$ cat src/rtl/axilite_reg_slave.sv
// AXI4-lite responder for a bank of 32-bit control/status registers.
// Register 0 is a read-only ID word; the rest are exposed on reg_out with per-register write pulses.
module axilite_reg_slave #(
   parameter int          NUM_REGS = 16,
   parameter logic [31:0] ID_VALUE = 32'h0000_0000
) (
   input  logic                     s_axi_aclk,
   input  logic                     s_axi_areset,
   input  logic [31:0]              s_axi_awaddr,
   input  logic [2:0]               s_axi_awprot,
   input  logic                     s_axi_awvalid,
   output logic                     s_axi_awready,
   input  logic [31:0]              s_axi_wdata,
   input  logic [3:0]               s_axi_wstrb,
   input  logic                     s_axi_wvalid,
   output logic                     s_axi_wready,
   output logic [1:0]               s_axi_bresp,
   output logic                     s_axi_bvalid,
   input  logic                     s_axi_bready,
   input  logic [31:0]              s_axi_araddr,
   input  logic [2:0]               s_axi_arprot,
   input  logic                     s_axi_arvalid,
   output logic                     s_axi_arready,
   output logic [31:0]              s_axi_rdata,
   output logic [1:0]               s_axi_rresp,
   output logic                     s_axi_rvalid,
   input  logic                     s_axi_rready,
   output logic [32*NUM_REGS-1:0]   reg_out,
   output logic [NUM_REGS-1:0]      wr_pulse
);

   localparam int          IDX_W       = $clog2(NUM_REGS);
   localparam logic [1:0]  RESP_OKAY   = 2'b00;
   localparam logic [1:0]  RESP_SLVERR = 2'b10;

   // Write holding slots keep only the word address; byte offset bits are irrelevant.
   logic                  aw_full_q, aw_full_d;
   logic [29:0]           aw_word_q, aw_word_d;
   logic                  w_full_q, w_full_d;
   logic [31:0]           w_data_q, w_data_d;
   logic [3:0]            w_strb_q, w_strb_d;
   logic                  bvalid_q, bvalid_d;
   logic [1:0]            bresp_q, bresp_d;
   logic                  rvalid_q, rvalid_d;
   logic [31:0]           rdata_q, rdata_d;
   logic [1:0]            rresp_q, rresp_d;
   logic [NUM_REGS-1:0]   wr_pulse_q, wr_pulse_d;
   logic [31:0]           regs_q [NUM_REGS];
   logic [31:0]           regs_d [NUM_REGS];

   logic                  aw_hs, w_hs, ar_hs, commit, wr_ok;
   logic [29:0]           cur_word;
   logic [31:0]           cur_data;
   logic [3:0]            cur_strb;
   logic [IDX_W-1:0]      wr_idx, rd_idx;
   logic                  rd_in_range;

   logic unused_bits;
   assign unused_bits = ^{s_axi_awprot, s_axi_arprot, s_axi_awaddr[1:0], s_axi_araddr[1:0]};

   // Readies are pure functions of state so no valid->ready combinational path exists.
   assign s_axi_awready = !aw_full_q && !bvalid_q;
   assign s_axi_wready  = !w_full_q && !bvalid_q;
   assign s_axi_arready = !rvalid_q;
   assign s_axi_bvalid  = bvalid_q;
   assign s_axi_bresp   = bresp_q;
   assign s_axi_rvalid  = rvalid_q;
   assign s_axi_rdata   = rdata_q;
   assign s_axi_rresp   = rresp_q;
   assign wr_pulse      = wr_pulse_q;

   always_comb begin
      // NOTE: every always_comb output gets a default first so no path can infer a latch.
      reg_out = '0;
      reg_out[31:0] = ID_VALUE;
      for (int i = 1; i < NUM_REGS; i++) begin
         reg_out[32*i +: 32] = regs_q[i];
      end
   end

   always_comb begin
      aw_hs    = s_axi_awvalid && s_axi_awready;
      w_hs     = s_axi_wvalid && s_axi_wready;
      ar_hs    = s_axi_arvalid && s_axi_arready;
      cur_word = aw_full_q ? aw_word_q : s_axi_awaddr[31:2];
      cur_data = w_full_q ? w_data_q : s_axi_wdata;
      cur_strb = w_full_q ? w_strb_q : s_axi_wstrb;
      commit   = (aw_full_q || aw_hs) && (w_full_q || w_hs);
      wr_idx   = cur_word[IDX_W-1:0];
      wr_ok    = (cur_word[29:IDX_W] == '0) && (wr_idx != '0);
      rd_idx      = s_axi_araddr[IDX_W+1:2];
      rd_in_range = (s_axi_araddr[31:IDX_W+2] == '0);

      aw_full_d  = aw_full_q;
      aw_word_d  = aw_word_q;
      w_full_d   = w_full_q;
      w_data_d   = w_data_q;
      w_strb_d   = w_strb_q;
      bvalid_d   = bvalid_q;
      bresp_d    = bresp_q;
      rvalid_d   = rvalid_q;
      rdata_d    = rdata_q;
      rresp_d    = rresp_q;
      wr_pulse_d = '0;
      regs_d     = regs_q;

      if (aw_hs) begin
         aw_full_d = 1'b1;
         aw_word_d = s_axi_awaddr[31:2];
      end
      if (w_hs) begin
         w_full_d = 1'b1;
         w_data_d = s_axi_wdata;
         w_strb_d = s_axi_wstrb;
      end

      if (bvalid_q && s_axi_bready) begin
         bvalid_d = 1'b0;
      end
      if (commit) begin
         aw_full_d = 1'b0;
         w_full_d  = 1'b0;
         bvalid_d  = 1'b1;
         bresp_d   = wr_ok ? RESP_OKAY : RESP_SLVERR;
         if (wr_ok) begin
            wr_pulse_d[wr_idx] = 1'b1;
            for (int b = 0; b < 4; b++) begin
               if (cur_strb[b]) regs_d[wr_idx][8*b +: 8] = cur_data[8*b +: 8];
            end
         end
      end

      if (rvalid_q && s_axi_rready) begin
         rvalid_d = 1'b0;
      end
      // Reads sample regs_q, so a read on a commit edge returns the pre-write value.
      if (ar_hs) begin
         rvalid_d = 1'b1;
         if (!rd_in_range) begin
            rdata_d = '0;
            rresp_d = RESP_SLVERR;
         end else if (rd_idx == '0) begin
            rdata_d = ID_VALUE;
            rresp_d = RESP_OKAY;
         end else begin
            rdata_d = regs_q[rd_idx];
            rresp_d = RESP_OKAY;
         end
      end
   end

   always_ff @(posedge s_axi_aclk or posedge s_axi_areset) begin
      if (s_axi_areset) begin
         aw_full_q  <= 1'b0;
         aw_word_q  <= '0;
         w_full_q   <= 1'b0;
         w_data_q   <= '0;
         w_strb_q   <= '0;
         bvalid_q   <= 1'b0;
         bresp_q    <= RESP_OKAY;
         rvalid_q   <= 1'b0;
         rdata_q    <= '0;
         rresp_q    <= RESP_OKAY;
         wr_pulse_q <= '0;
         // NOTE: the register bank is user-visible state that must read 0 after reset, so it is reset too.
         for (int i = 0; i < NUM_REGS; i++) begin
            regs_q[i] <= '0;
         end
      end else begin
         // NOTE: sequential state uses non-blocking assignment so all registers update together.
         aw_full_q  <= aw_full_d;
         aw_word_q  <= aw_word_d;
         w_full_q   <= w_full_d;
         w_data_q   <= w_data_d;
         w_strb_q   <= w_strb_d;
         bvalid_q   <= bvalid_d;
         bresp_q    <= bresp_d;
         rvalid_q   <= rvalid_d;
         rdata_q    <= rdata_d;
         rresp_q    <= rresp_d;
         wr_pulse_q <= wr_pulse_d;
         for (int i = 0; i < NUM_REGS; i++) begin
            regs_q[i] <= regs_d[i];
         end
      end
   end

endmodule

$ cat config.mk
export PLATFORM = sky130hd
export DESIGN_NAME = axilite_reg_slave
export DESIGN_NICKNAME = d
export VERILOG_FILES = /design/src/rtl/axilite_reg_slave.sv
export SDC_FILE = /design/constraint.sdc
export NUM_CORES = 1
export LEC_CHECK = 0
export ABC_AREA = 0
export BUFFER_PORTS_ARGS = -buffer_cell sky130_fd_sc_hd__buf_2
export CORE_AREA = 5 5 261 263
export DETAILED_ROUTE_END_ITERATION = 16
export DIE_AREA = 0 0 266 268
export PLACE_DENSITY = 0.86
export SLEW_MARGIN = 20
export SYNTH_ARGS = -nofsm -noshare
export SYNTH_HDL_FRONTEND = slang
export SYNTH_SLANG_ARGS = --single-unit
$ cat constraint.sdc
create_clock -name s_axi_aclk -period 47.4 [get_ports s_axi_aclk]
set_clock_uncertainty 0.1 [all_clocks]
set_input_delay 7.11 -clock s_axi_aclk [delete_from_list [all_inputs] [get_ports s_axi_aclk]]
set_output_delay 7.11 -clock s_axi_aclk [all_outputs]
set_load 0.02 [all_outputs]
==> metrics.txt <==
outcome=finished clean; wirelength, routed=between 90 and 100 mm; final cycle utilization of the critical path=between 20% and 30%; Avg Vias per Cell=5.87; starting density of the core=approximately half; class of the most critical hold timing path=flip-flop to flip-flop; share of flip-flops with an asynchronous set or reset after synthesis=100%; height of the chip=about 270 um; top-count cell post-synth=dfrtp_1; combinational share of power=a little over an eighth; arrival time at the worst endpoint=10.38 ns; number of hold-slack violations in the final timing report=0; count of buffers added by post-CTS timing repair for setup=0; sum of negative setup slack=0 ns; top cell types by occurrence after synthesis=632 x dfrtp_1, 542 x mux2_2, 516 x buf_4, 160 x mux4_2, 97 x clkbuf_1; count of pins on the block boundary=just under 700; end-of-flow core utilization=between 50 and 60%; total of warnings raised by yosys=0; mean area per synthesized cell=~14 sq um; die span in x=roughly 270 um; number of global-route vias before repair=~21000; Seq/Total Area, Yosys=48.7%; Die Footprint=slightly above 0.07 sq mm; sequential fraction of design power=~44%; post-DR wirelength/cell=a little under 30 um; final setup violation count=0; CTS H-Tree Depth=3; area inside the core boundary=between 0.06 and 0.07 sq mm; CTS Hold Buffers Added=0; share of the synthesized area in the top cell type=about half; max frequency=approximately 100 MHz; number of max-slew violations in the final report=0; power density relative to cell area=approximately 38 mW/mm^2; insertion delay of the later-clocked pin in the worst-skew pair=0.62 ns; post-synth design cell area=roughly 0.032 sq mm; ratio of cells with drive above 1 in the final layout=between 60 and 70%; final-stage net count=around 2500; Port Buf Inserts=637; buffer depth of the longest clock path=3; number of instances in the synthesized netlist=approximately 2300; Pint=slightly below 0.001 W; number of detailed-routing iterations run before antenna repair=5; detailed-route DRC error count=0; number of antenna violations at the first check in global routing=19; area added between synthesis and finish=8.48%; Antenna Nets Post-Route=0; buffer cell driving the clock tree root=clkbuf_16; number of clock sinks=roughly 630; total power=0.00135 W; library cell occupying the most area in the post-synthesis netlist=dfrtp_1; post-synthesis register bit count=632; number of synthesized flops with an enable pin=0; global-route wire length before repair=143 mm; Global Route Usage Sum=about 27%; critical path capture point type=flip-flop; post-DP HPWL=slightly below 70 mm; number of violations reported at the end of detailed-routing iteration 0=roughly 1600; # rows=94; pin slew with the least headroom to its limit=around 1.1 ns; Resized Gates After CTS=0; via count=between 15000 and 20000; GP Congestion=just under 1; dominant cells by area after synthesis=dfrtp_1 49%, mux2_2 19%, buf_4 12%, mux4_2 11%, nor3_4 2.0%; share of power burned in the clock network=a little over two fifths; maximum number of pins on one net before global-route repair=between 150 and 200; switching power total=around 0.00037 W; Overflow after GRT=0; unrepaired setup endpoints after global routing=no; peak ir drop on the vdd network=~0.000035 V; clock buffer count from CTS=69; shortest period the worst path allows=approximately 10 ns; sort of element at the start of the critical path=input port; Yosys cell types=between 40 and 50; worst endpoint required time=about 48 ns; P_leak=roughly 18 nW; fraction of power spent switching nets=about 28%; dominant register cell in the synthesized netlist=dfrtp_1; maxcap violations=0; type of the worst setup path=input port to flip-flop; Critical Path Fanout Max=35; slew margin rel.=a little over a quarter; clock tree from TritonCTS=done; clk slew on worst S/H paths=0.06 ns
[flip-flops by register name (all words and copies together), names as in the netlist, 4 cells and up]
register and flops:
reg_out 480, w_data_q 32, wr_pulse 16, regs_q 32, w_strb_q 4, s_axi_rdata 32, aw_word_q 30
[layout make-up]
class | instances | area, sq um
antenna | 14 | 35.0
timing repair buffer | 657 | 3380
tap | 864 | 1080
multi-input combinational | 1003 | 12200
clock buffer | 89 | 1940
inverter | 43 | 169
fill | 5173 | 30200
sequential | 632 | 15800
clock inverter | 32 | 532
[worst paths after layout]
check | slack (ns) | start | to | cells after the start
max in group asynchronous | 38.21 | s_axi_areset | reg_out[429] | 4
worst min register to register | 0.27 | regs_q[486] | regs_q[486] | 0
worst max-delay path | 37.41 | s_axi_awaddr[24] | reg_out[328] | 7
worst min-delay path | 0.27 | regs_q[486] | regs_q[486] | 0
worst max register to register | 43.30 | aw_full_q | reg_out[328] | 6
min in group asynchronous | 6.61 | s_axi_areset | reg_out[152] | 2
[metrics by stage]
stage	area [sq um]	hold slack, ns	std cells	setup slack, ns
3_3_place_gp	32700	0.260	3199	36.68
5_1_grt	35200	0.282	3331	37.34
6_report	35200	0.273	3334	37.41
2_1_floorplan	32600	0.325	2328	22.49
3_5_place_dp	32700	0.263	3199	36.68
4_1_cts	35100	0.276	3320	37.33
[power groups by stage]
stage / Sequential (W) / Clock (W) / Combinational, W
after floorplan: 0.000592 / 0 / 0.000129
after global placement: 0.000595 / 0 / 0.000170
after detailed placement: 0.000598 / 0 / 0.000179
after CTS: 0.000588 / 0.000587 / 0.000180
after global routing: 0.000591 / 0.000609 / 0.000192
final: 0.000588 / 0.000577 / 0.000180
[cell usage in the layout (no fill, tap or decap), types with 32 or more instances in the layout]
master and count:
nand2_1 53, mux2_2 542, clkbuf_16 70, inv_1 42
dfrtp_1 631, mux4_2 160, mux2_4 32, buf_2 634
conb_1 35, o21ai_0 36, nor3_4 45
[logic make-up after synthesis]
group | after synthesis | synth area share (%)
buf+inv | 693 | 14.1
other cells | 1 | 0.0116
mux | 739 | 31.6
simple gates | 172 | 4.22
compound gates | 57 | 1.37
flops | 632 | 48.7
[per-layer routing]
metal  GRT usage (%)  vias up  part of all wire (%)
li1                -     7840                     -
met1            32.3    10300                    36
met5               0        -                 0.091
met3            7.17      346                   8.3
met2            45.0     1110                    49
met4            13.7       14                   5.8
[critical path, cell delays in order]
cell and delay, ns:
buf_2 0.11, nor4_1 0.30, nand3_1 0.18, a221o_4 0.73
buf_4 0.49, nor3_2 0.96, mux2_2 0.42
No activity file was read; power rests on OpenSTA's default activity.
